--- src/rtl/vec_pkg.sv ---
// Shared definitions for the vector datapath: ALU op codes, element width,
// default vector length and the sequencer state encoding.
package vec_pkg;

  localparam int EW       = 32;
  localparam int VLEN_DEF = 4;

  typedef enum logic [3:0] {
    ALU_ADD = 4'd0,
    ALU_SUB = 4'd1,
    ALU_XOR = 4'd2,
    ALU_LSL = 4'd3,
    ALU_LSR = 4'd4,
    ALU_ROR = 4'd5,
    ALU_ROL = 4'd6
  } alu_op_e;

  typedef enum logic [1:0] {
    IDLE = 2'd0,
    RUN  = 2'd1,
    DONE = 2'd2
  } seq_state_e;

endpackage

--- src/rtl/vec_elem_sel.sv ---
// Picks one EW-bit element out of a packed vector by index; an index at or
// beyond VLEN yields zero.
module vec_elem_sel #(
  parameter int VLEN = 4,
  parameter int EW   = 32,
  parameter int IW   = $clog2(VLEN + 1)
) (
  input  logic [VLEN*EW-1:0] vec_i,
  input  logic [IW-1:0]      idx_i,
  output logic [EW-1:0]      elem_o
);

  always_comb begin
    elem_o = '0;
    for (int i = 0; i < VLEN; i++) begin
      if (idx_i == IW'(i)) elem_o = vec_i[i*EW +: EW];
    end
  end

endmodule

--- src/rtl/vec_alu_seq.sv ---
// Vector-to-scalar ALU sequencer: streams one element per clock through an
// external ALU and packs the results. Optional feature macro: VSEQ_BCAST_EN.
module vec_alu_seq
  import vec_pkg::*;
#(
  parameter  int VLEN = VLEN_DEF,
  localparam int VW   = $clog2(VLEN + 1)
) (
  input  logic              clk,
  input  logic              rst_n,
  input  logic              in_valid,
  output logic              in_ready,
  input  logic [3:0]        in_ctl,
  input  logic [VLEN*EW-1:0] in_va,
  input  logic [VLEN*EW-1:0] in_vb,
  input  logic [VW-1:0]     in_vl,
`ifdef VSEQ_BCAST_EN
  input  logic              in_bcast,
`endif
  output logic [3:0]        alu_ctl,
  output logic [EW-1:0]     alu_a,
  output logic [EW-1:0]     alu_b,
  input  logic [EW-1:0]     alu_out,
  input  logic              alu_zero,
  output logic              out_valid,
  input  logic              out_ready,
  output logic [VLEN*EW-1:0] out_vd,
  output logic [VLEN-1:0]   out_zmask,
  output logic              out_allzero,
  output logic [1:0]        dbg_state
);

  // Handshakes: a transfer happens on a rising edge where valid and ready are
  // both high; valid never depends on ready, and payload is held while valid.

  seq_state_e          state_q;
  logic [3:0]          ctl_q;
  logic [VLEN*EW-1:0]  va_q, vb_q, vd_q, vd_d;
  logic [VW-1:0]       vl_q, cnt_q, vl_eff, idx_b;
  logic [VLEN-1:0]     zmask_q, zmask_d, active;
  logic                allzero_q, allzero_d, run, last;
  logic [EW-1:0]       elem_a, elem_b;
  logic                bcast_q;

  assign vl_eff = (in_vl > VW'(VLEN)) ? VW'(VLEN) : in_vl;
  assign run    = (state_q == RUN);
  assign last   = (cnt_q == vl_q - VW'(1));
  assign idx_b  = bcast_q ? '0 : cnt_q;

  vec_elem_sel #(.VLEN(VLEN), .EW(EW), .IW(VW)) u_sel_a (
    .vec_i (va_q),
    .idx_i (cnt_q),
    .elem_o(elem_a)
  );

  vec_elem_sel #(.VLEN(VLEN), .EW(EW), .IW(VW)) u_sel_b (
    .vec_i (vb_q),
    .idx_i (idx_b),
    .elem_o(elem_b)
  );

  assign alu_ctl = run ? ctl_q  : '0;
  assign alu_a   = run ? elem_a : '0;
  assign alu_b   = run ? elem_b : '0;

  // Result vector and zero mask with the current ALU result merged in.
  always_comb begin
    vd_d    = vd_q;
    zmask_d = zmask_q;
    active  = '0;
    for (int i = 0; i < VLEN; i++) begin
      active[i] = (VW'(i) < vl_q);
      if (run && cnt_q == VW'(i)) begin
        vd_d[i*EW +: EW] = alu_out;
        zmask_d[i]       = alu_zero;
      end
    end
    allzero_d = &(zmask_d | ~active);
  end

  always_ff @(posedge clk or negedge rst_n) begin
    if (!rst_n) begin
      state_q   <= IDLE;
      ctl_q     <= '0;
      va_q      <= '0;
      vb_q      <= '0;
      vl_q      <= '0;
      cnt_q     <= '0;
      vd_q      <= '0;
      zmask_q   <= '0;
      allzero_q <= 1'b0;
      bcast_q   <= 1'b0;
    end else begin
      case (state_q)
        IDLE: begin
          if (in_valid) begin
            ctl_q     <= in_ctl;
            va_q      <= in_va;
            vb_q      <= in_vb;
            vl_q      <= vl_eff;
            cnt_q     <= '0;
            vd_q      <= '0;
            zmask_q   <= '0;
            allzero_q <= (vl_eff == '0);
`ifdef VSEQ_BCAST_EN
            bcast_q   <= in_bcast;
`else
            bcast_q   <= 1'b0;
`endif
            state_q   <= (vl_eff == '0) ? DONE : RUN;
          end
        end
        RUN: begin
          vd_q    <= vd_d;
          zmask_q <= zmask_d;
          cnt_q   <= cnt_q + VW'(1);
          if (last) begin
            allzero_q <= allzero_d;
            state_q   <= DONE;
          end
        end
        DONE: begin
          if (out_ready) state_q <= IDLE;
        end
        default: state_q <= IDLE;
      endcase
    end
  end

  assign in_ready    = (state_q == IDLE);
  assign out_valid   = (state_q == DONE);
  assign out_vd      = vd_q;
  assign out_zmask   = zmask_q;
  assign out_allzero = allzero_q;
  assign dbg_state   = state_q;

endmodule
--- config.mk ---
export PLATFORM = sky130hd
export DESIGN_NAME = vec_alu_seq
export DESIGN_NICKNAME = d
export VERILOG_FILES = /design/src/rtl/vec_pkg.sv /design/src/rtl/vec_elem_sel.sv /design/src/rtl/vec_alu_seq.sv
export SDC_FILE = /design/constraint.sdc
export NUM_CORES = 1
export LEC_CHECK = 0
export BUFFER_PORTS_ARGS = -buffer_cell sky130_fd_sc_hd__buf_2
export CAP_MARGIN = 10
export CELL_PAD_IN_SITES_DETAIL_PLACEMENT = 0
export CELL_PAD_IN_SITES_GLOBAL_PLACEMENT = 1
export CORE_ASPECT_RATIO = 0.9
export CORE_MARGIN = 2
export CORE_UTILIZATION = 37
export DETAILED_ROUTE_END_ITERATION = 6
export PLACE_DENSITY_LB_ADDON = 0.1
export SLEW_MARGIN = 20
export SYNTH_ARGS = -nofsm -noshare
export SYNTH_HDL_FRONTEND = slang
export SYNTH_SLANG_ARGS = --single-unit
--- constraint.sdc ---
create_clock -name clk -period 4.7 [get_ports clk]
set_input_delay 0 -clock clk [delete_from_list [all_inputs] [get_ports clk]]
set_output_delay 0 -clock clk [all_outputs]
set_load 0.005 [all_outputs]
## Word-level counts from Yosys, hierarchy flattened

Cells that the tools add are included.

- Output and inout port bits: 205
- Bits in registers: 401
- Bits in read-only memories: 0
- Input port bits: 300
- Memory bits (writable): 0
- Latch bits: 0
- Memories: 0

- Bitwise logic cells: 2
- $mul: 0
- Eq/ne operators: 13
- $add $sub $neg: 2
- Shifts and indexed selects: 0
- Reductions and logical operators: 17
- Multiplexer cells: 34
- Order comparisons: 5
- Divide/modulo/power cells: 0

Operator list:

| kind | number |
|---|---|
| $mux 32 | 14 |
| $pmux 128 s2 | 1 |
| $mux 128 | 1 |
| $reduce_and 3->1 | 6 |
| $ne 2x1->1 const B | 6 |
| $mux 2 | 4 |
| $mux 4 | 2 |
| $pmux 4 s2 | 1 |
| $eq 3x2->1 const B | 2 |
| $logic_not 3->1 | 2 |
| $lt 1x3->1 const A | 2 |
| $lt 2x3->1 const A | 2 |
| $mux 1 | 6 |
| $mux 3 | 2 |
| $pmux 2 s3 | 1 |
| $pmux 3 s2 | 1 |
| $logic_and 1x1->1 | 4 |
| $not 4->4 | 1 |
| $or 4x4->4 | 1 |
| $reduce_and 2->1 | 2 |
| $reduce_and 4->1 | 1 |
| $add 3x1->3 const B | 1 |
| $eq 3x1->1 const B | 1 |
| $eq 3x3->1 | 1 |
| 8 further kinds | 8 |

## Logic depth before layout (Yosys ltp)

Gate-level depths: netlist of run 1.

- Word-level depth: 7
- Mapped depth: 9

## Hierarchy

From an unflattened synthesis of run 1, not the netlist that was laid out.

- Cells, all modules: 1934
- Area, all modules: 17763.3 sq um

Modules (own cells, without submodules):

| module | area an instance (sq um) | seq. area each (sq um) | cells each | instances |
|---|---|---|---|---|
| vec_alu_seq | 15711.3 | 10034.6 | 1710 | 1 |
| vec_elem_sel | 1026.0 | 0.0 | 112 | 2 |

## Least setup slack after synthesis of run 1

No wires, ideal clock.

- Path kind: register -> register
- Start: register cnt_q[0]
- End: register allzero_q (netlist: out_allzero)
- Arrival: 1642 ps
- Required time: 4566 ps
- Path slack: 2923 ps
- Stages on the path, launching flop included: 8
- Path through: dfrtp_1 inv_1 ha_1 and4bb_4 mux2i_1 a311oi_1 o311ai_1 a22oi_1

- Longest elaborated chain between the ends: 7

RTL lines:

| item | RTL line | text |
|---|---|---|
| start: declaration | vec_alu_seq.sv:39 | `logic [VW-1:0] vl_q, cnt_q, vl_eff, idx_b;` |
| start signal: assignment | vec_alu_seq.sv:116 | `cnt_q <= cnt_q + VW'(1);` |
| $eq 3x1->1, or another cell as far along | vec_alu_seq.sv:73 | `if (run && cnt_q == VW'(i)) begin` |
| $logic_and 1x1->1 | vec_alu_seq.sv:73 |  |
| $mux 1 | vec_alu_seq.sv:73 |  |
| $or 4x4->4 | vec_alu_seq.sv:78 | `allzero_d = &(zmask_d \| ~active);` |
| $reduce_and 4->1 | vec_alu_seq.sv:78 |  |
| $mux 1 | vec_alu_seq.sv:117 | `if (last) begin` |
| $pmux 1 s2 | vec_alu_seq.sv:94 | `case (state_q)` |
| end signal: assignment | vec_alu_seq.sv:104 | `allzero_q <= (vl_eff == '0);` |
| end signal: assignment | vec_alu_seq.sv:118 | `allzero_q <= allzero_d;` |
| end: declaration | vec_alu_seq.sv:41 | `logic allzero_q, allzero_d, run, last;` |

Several ways; a longest one is shown, not always the timed one. The select of a mux whose other input is x is not followed.
A chain may end at the register's enable or synchronous reset.

## Worst setup path after layout of run 1

- Start: register cnt_q[1]
- End: output port alu_b[24]

- Longest elaborated chain between the ends: 6

RTL lines:

| item | RTL line | text |
|---|---|---|
| $logic_not 3->1 | - |  |
| $mux 32 (3 in a row) | vec_elem_sel.sv:16 | `if (idx_i == IW'(i)) elem_o = vec_i[i*EW +: EW];` |
| $mux 32 (*) | vec_elem_sel.sv:16 |  |
| $mux 32 (*) | vec_alu_seq.sv:64 | `assign alu_b = run ? elem_b : '0;` |
| end: declaration | vec_alu_seq.sv:22 | `output logic [EW-1:0] alu_b,` |

Every way passes the cells marked *; elsewhere a longest branch is shown, timed or not.

==> results.txt, run 1 <==
The flow ran to the end, and the final reports show no timing, DRC or antenna violations. The number of input and output port buffers inserted came out at 504. The die is slightly above 200 µm tall. Leaving out fill and tap cells, the most frequent cell in the layout is sky130_fd_sc_hd__nand2_1. The number of hold-slack violations in the final timing report came out at 0. The proportion of register bits with asynchronous set or reset after synthesis came out at between 90% and 100%.

The floorplan step defined a core boundary enclosing ~45000 µm². Across all layers, the routed design uses 16400 vias. The clock arrives with between 0.01 and 0.015 ns of skew.

Summed over all cells, the static leakage comes to roughly 0.013 µW. The routed length per instance is 18.1 µm. The worst-case reg-to-reg path depth came out at 5. The capture instance of the worst register-to-register path is vb_q[95].

The via count normalized by instance count is ~4.9. The tool flagged a number of max-cap violations equal to 0. CTS placed an instance of sky130_fd_sc_hd__clkbuf_16 at the clock tree root. TritonCTS built the clock tree. The register-to-register path setup slack is 2.01 ns.

The die extent in x is 230 µm. On the final layout, the worst hold slack is 0.0535 ns. STA classifies the critical path startpoint as a flip-flop. The final instance count without filler cells came out at 3375. The global route total overflow is 0. The worst slew slack as a fraction of its limit came out at 28.8%.

At the worst endpoint, the arrival time is 3.27 ns. The cell area after technology mapping came out at ~17000 µm². The worst-path cell with the longest stage delay is sky130_fd_sc_hd__nor2b_4.

The first TritonRoute pass finished after 5 iterations. The timing-limited maximum frequency is 305 MHz. In this run the remaining antenna-violating nets after routing total 0.

The shortest clock period the worst path allows after layout came out at 3.27 ns. The post-synthesis cell count came out at 2008. The post-CTS setup buffer count is 0. The HPWL reported at the end of detailed placement came out at 39.1 mm. In the routed design, unresolved DRC markers number 0.

The final RePlAce weighted congestion is a little over 0.8. The detailed-route wire length is 61.2 mm. The flip-flop and latch count after synthesis came out at 401.

The worst setup path endpoint is alu_b[24]. The area growth from synthesis to layout is 43.2%. The actual transition at the worst max-transition pin is 1.07 ns. The number of enable flip-flop cells after synthesis is 0.

The kind of capture point of the worst setup path is an output port. The share of the clock period used by the worst path after layout is 69.7%. The final setup slack of the worst path came out at 1.43 ns. VDD sags by at most 0.000349 V. The via count of the first global-routing pass is 16600.

The TritonCTS sink count came out at 401. The critical path in this run is classified as reg -> out. In this run the critical register-to-register path is launched from dbg_state[0]. The critical path required time is about 4.7 ns. The largest net degree at the start of global routing came out at 127. The setup-violating endpoint count in the final report came out at 0. The fraction of the yosys area taken by sequential cells is between 50% and 60%. The total of hold buffers inserted after clock tree synthesis is 299. For this run, the slowest stage of the critical path takes 0.80 ns. In the final design database the tool counted 3045 nets. The clock reaches the later pin of the worst-skew pair after 0.56 ns. The number of library cell types mapped by synthesis is 33. The placed cell count came out at 3000. The number of violations reported at the end of detailed-routing iteration 0 came out at approximately 1200. The pre-CTS setup slack came out at 2.01 ns. The global-route usage over all layers is 25.2%. The share of layout cells above drive strength 1 is a little over a fifth. The I/O pin count is 505. The per-instance average area after synthesis came out at approximately 8.5 µm². The areal power density over the cells came out at 629 nW/µm². The number of nets in the synthesized netlist is 2315.

Among all flip-flop cells after synthesis, the most frequent one is sky130_fd_sc_hd__dfrtp_1. The initial utilization of the core area, before any placement, comes to a little under two fifths. Adding up every negative setup slack in the final design gives 0 ns. The cell family contributing the most delay on the critical path is simple AND/OR/NAND/NOR gates. The max-slew violation count came to 0. The launch point of the critical path is cnt_q[1]. Setup repair after global routing left no endpoint under its margin. The die covers 47800 µm². The number of buffers and inverters on the critical path came out at 3. The number of rows created at floorplan is 74. The Yosys warning count came out at 0. The number of antenna violations at the first check in global routing is 5. The longest clock path from root to sink contains 3 buffers.

The tightest min-delay check is of the in -> async type. In this run the number of cells on the critical path is 9. The largest fanout on the critical path came out at 32. The number of buffers created by CTS is 45. The post-cts gate resize count is 0.

The clock transition at the register clock pins on the worst setup and hold paths after CTS is 0.06 ns. The H-tree was split into 2 levels. The first global-routing pass estimated 95.1 mm of wire. Total power for the finished layout comes to 15400 µW. The signal on the critical path passes through inv_1 > ha_1 > nor2b_4 > buf_4 > a221oi_1 > nor3_1 > a21oi_1 > nor2_1 > buf_2. In the layout the commonest cells are 949 x sky130_fd_sc_hd__nand2_1, 503 x sky130_fd_sc_hd__buf_2, 401 x sky130_fd_sc_hd__dfrtp_1, 299 x sky130_fd_sc_hd__dlygate4sd3_1, 138 x sky130_fd_sc_hd__o21ai_0.
==> flip-flops by register name (all words and copies together) (netlist names) <==
signal       flops
out_vd         128
vl_q             3
vb_q           128
out_zmask        4
out_allzero      1
ctl_q            4
cnt_q            3
va_q           128
dbg_state        2
==> worst min-delay path by stage <==
stage / cells past startpoint / end
final: 2 / out_vd[104]
after global routing: 2 / out_vd[104]
after CTS: 2 / out_vd[104]
after detailed placement: 1 / out_vd[104]
after global placement: 1 / out_vd[104]
after floorplan: 0 / cnt_q[0]
==> cell families after synthesis <==
family / after synthesis / synth area share [%]
AO/OA/AOI/OAI: 275 / 9.60
XOR/XNOR: 3 / 0.242
buffers and inverters: 147 / 3.79
AND/OR/NAND/NOR: 1171 / 26.7
adder cells (fa/ha/maj): 7 / 0.514
multiplexers: 4 / 0.242
flip-flops: 401 / 58.9
==> cell usage after synthesis (all sizes together), types with 3 or more instances <==
cell | n | area share (%)
a21oi | 67 | 2.0
ha | 7 | 0.51
nor2b | 4 | 0.15
nand2 | 950 | 21
buf | 63 | 1.9
o21ai | 138 | 4.1
nand2b | 3 | 0.11
nand3 | 5 | 0.15
and2 | 5 | 0.18
clkbuf | 78 | 1.7
a221oi | 64 | 3.3
mux2i | 3 | 0.18
nor3 | 67 | 2.0
nor2 | 132 | 3.0
inv | 6 | 0.13
dfrtp | 401 | 59
==> cell type report <==
class	instances	area, µm²
repair buffers	824	5730
inverters	6	22.5
fillers	4363	21100
multi-input cells	1460	6460
flip-flops and latches	401	10000
diodes	3	7.51
clock inverters	3	18.8
clock buffers	70	1370
well taps	608	761
==> per-layer routing <==
metal | vias up | GRT usage [%] | share of wire [%]
li1 | 7921 | - | -
met1 | 7912 | 34.1 | 45
met2 | 489 | 40.7 | 46
met3 | 102 | 5.19 | 6.1
met4 | 4 | 8.30 | 2.9
met5 | - | 0 | 0.042
==> per-stage QoR <==
stage / utilization [%] / instance area [µm²]
2_1_floorplan: - / 17000
3_3_place_gp: 44.0 / 20000
3_5_place_dp: 44.0 / 20000
4_1_cts: 53.7 / 24400
5_1_grt: 53.7 / 24400
6_report: 53.7 / 24400
==> where the power goes <==
part,total (µW),leakage (µW),switching (µW),internal [µW]
clock,3380,0.000685,1400,1990
sequential,5840,0.00507,852,4990
combinational,6140,0.00707,3860,2280
total,15400,0.0128,6110,9250
Note: power is estimated with default switching activity, not from simulation.
==> run 2: changes to the inputs <==
CORE_UTILIZATION = 34   (was 37)
clock period = 2.9 ns   (was 4.7 ns; I/O delays follow)
==> results.txt, run 2 (synthesized netlist as in run 1, its figures left out) <==
The run finished with clean final reports. The worst reg2reg path startpoint is cnt_q[0]. The startpoint type of the worst setup path is a flip-flop. The vertical die dimension is 216 µm. The number of buffers created by CTS came out at 45.

The placed cell count came out at 3077. The first-pass iteration count of the detailed router came out at 5. The critical path starts at cnt_q[0]. The core footprint came out at 49300 µm². The largest net degree at the start of global routing is 128.

The share of layout cells above drive strength 1 came out at between 20 and 25%. The register-to-register path setup slack came out at 0.77 ns. The number of rows created at floorplan came out at 77. The detailed-route wire length came out at 62.3 mm. Clock-pin slew was measured on the worst setup and hold paths at 0.06 ns. The actual transition at the worst max-transition pin is between 0.8 and 0.9 ns. In the layout the commonest cells are 949 x sky130_fd_sc_hd__nand2_1, 503 x sky130_fd_sc_hd__buf_2, 400 x sky130_fd_sc_hd__dfrtp_1, 300 x sky130_fd_sc_hd__dlygate4sd3_1, 138 x sky130_fd_sc_hd__o21ai_0. TritonCTS built the clock tree. The total die area is 51900 µm². Cells fill 50.6% of the core in the end. The pre-CTS setup slack came out at about 0.74 ns. The worst hold slack across all endpoints came out at approximately 0.081 ns. The first global-routing pass estimated 96.1 mm of wire. The worst setup path is captured at an output port.

The post-CTS setup buffer count came out at 0. Setup violations remaining at the end of the flow were counted as 0. The largest fanout on the critical path is 32.

Setup repair after global routing could not meet its margin everywhere. The via count of the first global-routing pass is 16900. 505 I/O pins were placed. Routability-driven placement finished with a final weighted congestion of 0.797. The number of antenna violations at the first check in global routing is 5. In the final routed layout, each cell accounts on average for around 18 µm. Across all layers, the routed design uses 16400 vias. The final instance count without filler cells came out at 3464.

The die extent in x came out at 240 µm. The analysis attributes to cell leakage a power of approximately 0.013 µW. The number of hold-slack violations in the final timing report is 0. The shortest clock period the worst path allows after layout came out at between 2 and 3 ns. The areal power density over the cells came out at 1030 nW/µm². The area growth from synthesis to layout came out at 46.4%.

The timing-limited maximum frequency came out at 364 MHz. For the worst-skew pair, the clock arrives at the later sink with an insertion delay of between 0.5 and 0.6 ns. The HPWL reported at the end of detailed placement came out at a little over 40 mm. The tree is rooted in a sky130_fd_sc_hd__clkbuf_16. Setup slack closes at 0.155 ns. Data on the critical path arrives at its endpoint at 2.75 ns. The final critical path takes up 94.7% of the cycle. The max-slew violation count is 0.

The number of violations of the max-capacitance limit is 0. The count of unresolved DRC violations after routing came out at 0. Global routing used between 20% and 30% of the available tracks. The via count normalized by instance count came out at 4.73. The min-delay analysis places its worst path in the category in -> async.

The detailed router finished its first iteration with about 1100 violations. The maximum root-to-sink buffer count came out at 3. The leading cell type in the layout, fill and taps excluded is sky130_fd_sc_hd__nand2_1. The critical path required time is around 2.9 ns.

The maximum vdd drop came out at 0.000450 V. The type of the worst setup path is reg -> out. The final net count came out at 3061. The worst register-to-register path ends at out_allzero.

The residual antenna-violating net count after detailed routing is 0. The starting density of the core came out at 34.6%. The global route total overflow is 0. The worst pin sits at a relative slew slack of about two fifths. Fill cells in the final layout number 4821. The H-tree depth is 2. Buffers placed on the I/O ports in this run total 504. The clock drives between 400 and 500 sinks. The clock arrives with ~0.025 ns of skew.

The worst-case reg-to-reg path depth came out at 7.
[run 2: final cells by class]
cell class	instances	area, µm²	share of cell area [%]
Multi-Input combinational cell	1460	6460	25.9
Antenna cell	3	7.51	0.0301
Clock buffer	64	1350	5.41
Clock inverter	19	226	0.907
Tap cell	671	840	3.36
Sequential cell	401	10000	40.2
Timing Repair Buffer	840	6010	24.1
Inverter	6	22.5	0.0902
[run 2: power by group]
part,switching (µW),internal (µW),total (µW)
Sequential,1400,8080,9480
Clock,2370,3680,6050
Combinational,6350,3900,10300
Total,10100,15700,25800
[run 2: repair_timing]
action                                  CTS  global route
endpoints found under the setup margin    0            12
hold buffers                            300             0
endpoints found under the hold margin   487             0
resized for setup                         0             5
[run 2: critical path, cell delays in order, from the launching register on]
cell	delay, ns
sky130_fd_sc_hd__dfrtp_1	0.45
sky130_fd_sc_hd__inv_1	0.12
sky130_fd_sc_hd__ha_1	0.19
sky130_fd_sc_hd__nor3b_4	0.32
sky130_fd_sc_hd__buf_6	0.37
sky130_fd_sc_hd__a221oi_1	0.16
sky130_fd_sc_hd__nor3_1	0.17
sky130_fd_sc_hd__a21oi_1	0.06
sky130_fd_sc_hd__nor2_1	0.17
sky130_fd_sc_hd__buf_2	0.14
[run 2: metal layers]
metal / routed length (µm) / global-route usage (%) / vias up
met4: 1970 / 8.57 / 6
li1: - / - / 7963
met3: 3440 / 4.43 / 119
met2: 29200 / 38.4 / 476
met5: 40 / 0 / -
met1: 27700 / 31.9 / 7831
[run 2: worst max-delay path by stage]
stage / end / slack [ns] / cells after the start
global route: alu_a[4] / -0.008 / 9
floorplan: out_allzero / 1.12 / 7
CTS: alu_a[4] / 0.1 / 9
finish: alu_b[26] / 0.15 / 9
detailed placement: alu_a[4] / 0.74 / 9
global placement: alu_a[4] / 0.77 / 9
[run 2: through the flow]
step                setup TNS (ns)  power (µW)  area, µm²
detailed placement               0       19500      20300
global route               -0.0159       27800      25000
CTS                              0       26000      24900
finish                           0       25800      25000
global placement                 0       19300      20300
floorplan                        0       15300      17000
==> run 3: changes to the inputs <==
CORE_UTILIZATION = 35   (was 34)
CTS_BUF_LIST = sky130_fd_sc_hd__clkbuf_8   (was unset)
==> results.txt, run 3 (synthesized netlist as in run 1, its figures left out) <==
The die extent in x came out at around 240 µm. The routed length per instance came out at roughly 18 µm. The global route total overflow is 0. The clock latency reported for the late side of the worst-skew pair came out at 0.64 ns. The vertical die dimension is 213 µm. CTS saw 401 sinks. The worst slew slack as a fraction of its limit is 42.1%.

Setup violations remaining at the end of the flow were counted as 0. The total power is 25100 µW. The max-slew violation count was 0. The sequential fraction of design power came out at a little under two fifths.

The run finished with clean final reports. In the final layout, the share of cells above drive strength 1 is 23.3%. After the last flow step, the layout net total stands at 3095. The number of violations of the max-capacitance limit came out at 0. The number of violations reported at the end of detailed-routing iteration 0 came out at 1039. The count of unresolved DRC violations after routing came out at 0. The startpoint type of the worst setup path is a flip-flop. The global routing stage identified its most utilized layer as met2. In this run the worst hold path is classified as in -> reg.

The die covers 50500 µm². The starting density of the core is 35.5%. The shortest clock period the worst path allows after layout is between 2 and 3 ns.

The top cell types in the final layout, fill and taps aside, are 949 x sky130_fd_sc_hd__nand2_1, 503 x sky130_fd_sc_hd__buf_2, 400 x sky130_fd_sc_hd__dfrtp_1, 301 x sky130_fd_sc_hd__dlygate4sd3_1, 138 x sky130_fd_sc_hd__o21ai_0. The met1 demand-to-capacity share in global routing came out at 32.9%. The final RePlAce weighted congestion came out at 0.816. The proportion of total power due to net switching came out at about two fifths. The actual transition at the worst max-transition pin is 0.869 ns. The cell area after layout came out at 24800 µm². The combinational cell fraction of total power came out at 41.4%. The endpoint arrival time on the critical path came out at 2.69 ns. The maximum root-to-sink buffer count is 3. For this run, the top clock speed supported by timing is 372 MHz.

The area growth from synthesis to layout came out at 45.6%. The cell chosen for the clock root is sky130_fd_sc_hd__clkbuf_8. The number of hold-slack violations in the final timing report is 0.

The number of input and output port buffers inserted is 504. Setup repair after global routing left no endpoint under its margin. TritonCTS built the clock tree.

The number of fill cells in the layout is roughly 4700. The areal power density over the cells came out at just over 1000 nW/µm². The worst hold slack across all endpoints is a little over 0.08 ns. The via count of the first global-routing pass was 16800.

The I/O pin count is 505. Once detail routing completed, the nets flagged for antenna violations numbered 0. The number of rows created at floorplan is 76.

The worst setup path is of the reg -> out kind. The via count is 16600. For this design the total switching power over the nets is 10200 µW. The worst-case IR drop observed on VDD is 0.000589 V.

The first-pass GRT wire length is 96.1 mm. In the global route stage, met3 resource usage came out at under 10%. The core footprint is about 48000 µm². The first-pass iteration count of the detailed router is 5. The HPWL reported at the end of detailed placement came out at between 40 and 50 mm. The met2 capacity usage during global routing is around two fifths. STA classifies the critical path endpoint as an output port. The leakage power total came out at ~0.013 µW. The detailed-route wire length came out at 63.1 mm.

The clock transition at the register clock pins on the worst setup and hold paths after CTS came out at 0.05 ns. Dividing the detail-routed via count by the number of cells gives between 4 and 5. The power share of the clock group came out at 20.7%. The number of antenna violations at the first check in global routing is 4.

In this run, CTS created clock tree buffers numbering 72. The clock tree synthesis step divided the H-tree into 3 levels. Setup total negative slack on the finished layout was measured at 0 ns.

The internal power of the cells totals 14900 µW. The worst path uses 92.7% of the clock period. Across the routed clock network, the largest skew measured is around 0.016 ns. The area of placed instances is 20200 µm². The largest fanout on the critical path is 18. The critical path required time came out at approximately 2.9 ns. Entering global routing, the biggest net connects 161 pins. The global-route usage over all layers is 24.5%. The library cell used most frequently in the layout, excluding fill and tap cells, is sky130_fd_sc_hd__nand2_1.
## run 3: cell types whose count changed in the layout (fill, tap and decap cells not counted), moves of 5 or more
cell / change
sky130_fd_sc_hd__bufinv_16: -5
sky130_fd_sc_hd__clkbuf_8: +81
sky130_fd_sc_hd__inv_1: +26
sky130_fd_sc_hd__clkinv_2: -9
sky130_fd_sc_hd__clkbuf_1: -6
sky130_fd_sc_hd__clkbuf_16: -46
## run 3: worst paths after layout
| kind | start | end | slack, ns | depth (start not counted) |
|---|---|---|---|---|
| setup / recovery | cnt_q[0] | alu_b[14] | 0.21 | 10 |
| hold / removal | in_va[114] | va_q[114] | 0.08 | 4 |
| setup reg to reg | cnt_q[2] | out_vd[127] | 0.62 | 6 |
| hold reg to reg | ctl_q[1] | ctl_q[1] | 0.47 | 2 |
| max in group asynchronous | rst_n | out_vd[71] | 1.12 | 4 |
| min in group asynchronous | rst_n | out_vd[42] | 0.51 | 3 |
## run 3: critical path, stage by stage, from the launching register on
cell and delay (ns):
sky130_fd_sc_hd__dfrtp_2 0.42, sky130_fd_sc_hd__inv_1 0.08, sky130_fd_sc_hd__ha_1 0.21, sky130_fd_sc_hd__nor3b_4 0.17, sky130_fd_sc_hd__buf_4 0.17, sky130_fd_sc_hd__buf_8 0.17
sky130_fd_sc_hd__a221oi_1 0.41, sky130_fd_sc_hd__nor3_1 0.08, sky130_fd_sc_hd__a21oi_1 0.13, sky130_fd_sc_hd__nor2_1 0.06, sky130_fd_sc_hd__buf_2 0.15
## run 3: cell type report
type / count / area [µm²] / share of cell area (%)
antenna: 5 / 12.5 / 0.0504
clock buffer: 92 / 1270 / 5.10
clock inverter: 31 / 128 / 0.514
inverter: 6 / 22.5 / 0.0908
multi-input combinational: 1460 / 6470 / 26.1
sequential: 401 / 10000 / 40.5
tap: 624 / 781 / 3.15
timing repair buffer: 847 / 6090 / 24.6
## run 3: timing repair
item / 4_1_cts / 5_1_grt
resized for setup: 1 / 11
pin swaps: 0 / 1
gates cloned: 0 / 2
hold buffers: 301 / 0
buffers inserted: 0 / 4
endpoints found under the hold margin: 714 / 0
endpoints found under the setup margin: 1 / 45
## run 3: power groups by stage
stage,combinational (µW),clock [µW],sequential (µW)
finish,10400,5190,9490
global placement,9790,0,9480
detailed placement,9880,0,9550
global route,11800,5580,9800
CTS,10300,5360,9470
floorplan,5990,0,9260
## run 3: routing by layer
metal	part of all wire, %	vias to the layer above
met5	0.017	-
met4	3.5	2
met3	5.9	136
met2	46	524
met1	44	7908
li1	-	8034
## run 3: per-stage QoR
stage,util [%],cells,setup slack [ns]
finish,51.7,3466,0.213
global route,51.6,3463,0.00589
CTS,51.3,3455,0.0617
detailed placement,42.2,3031,0.718
global placement,42.2,3031,0.768
floorplan,-,2008,1.12
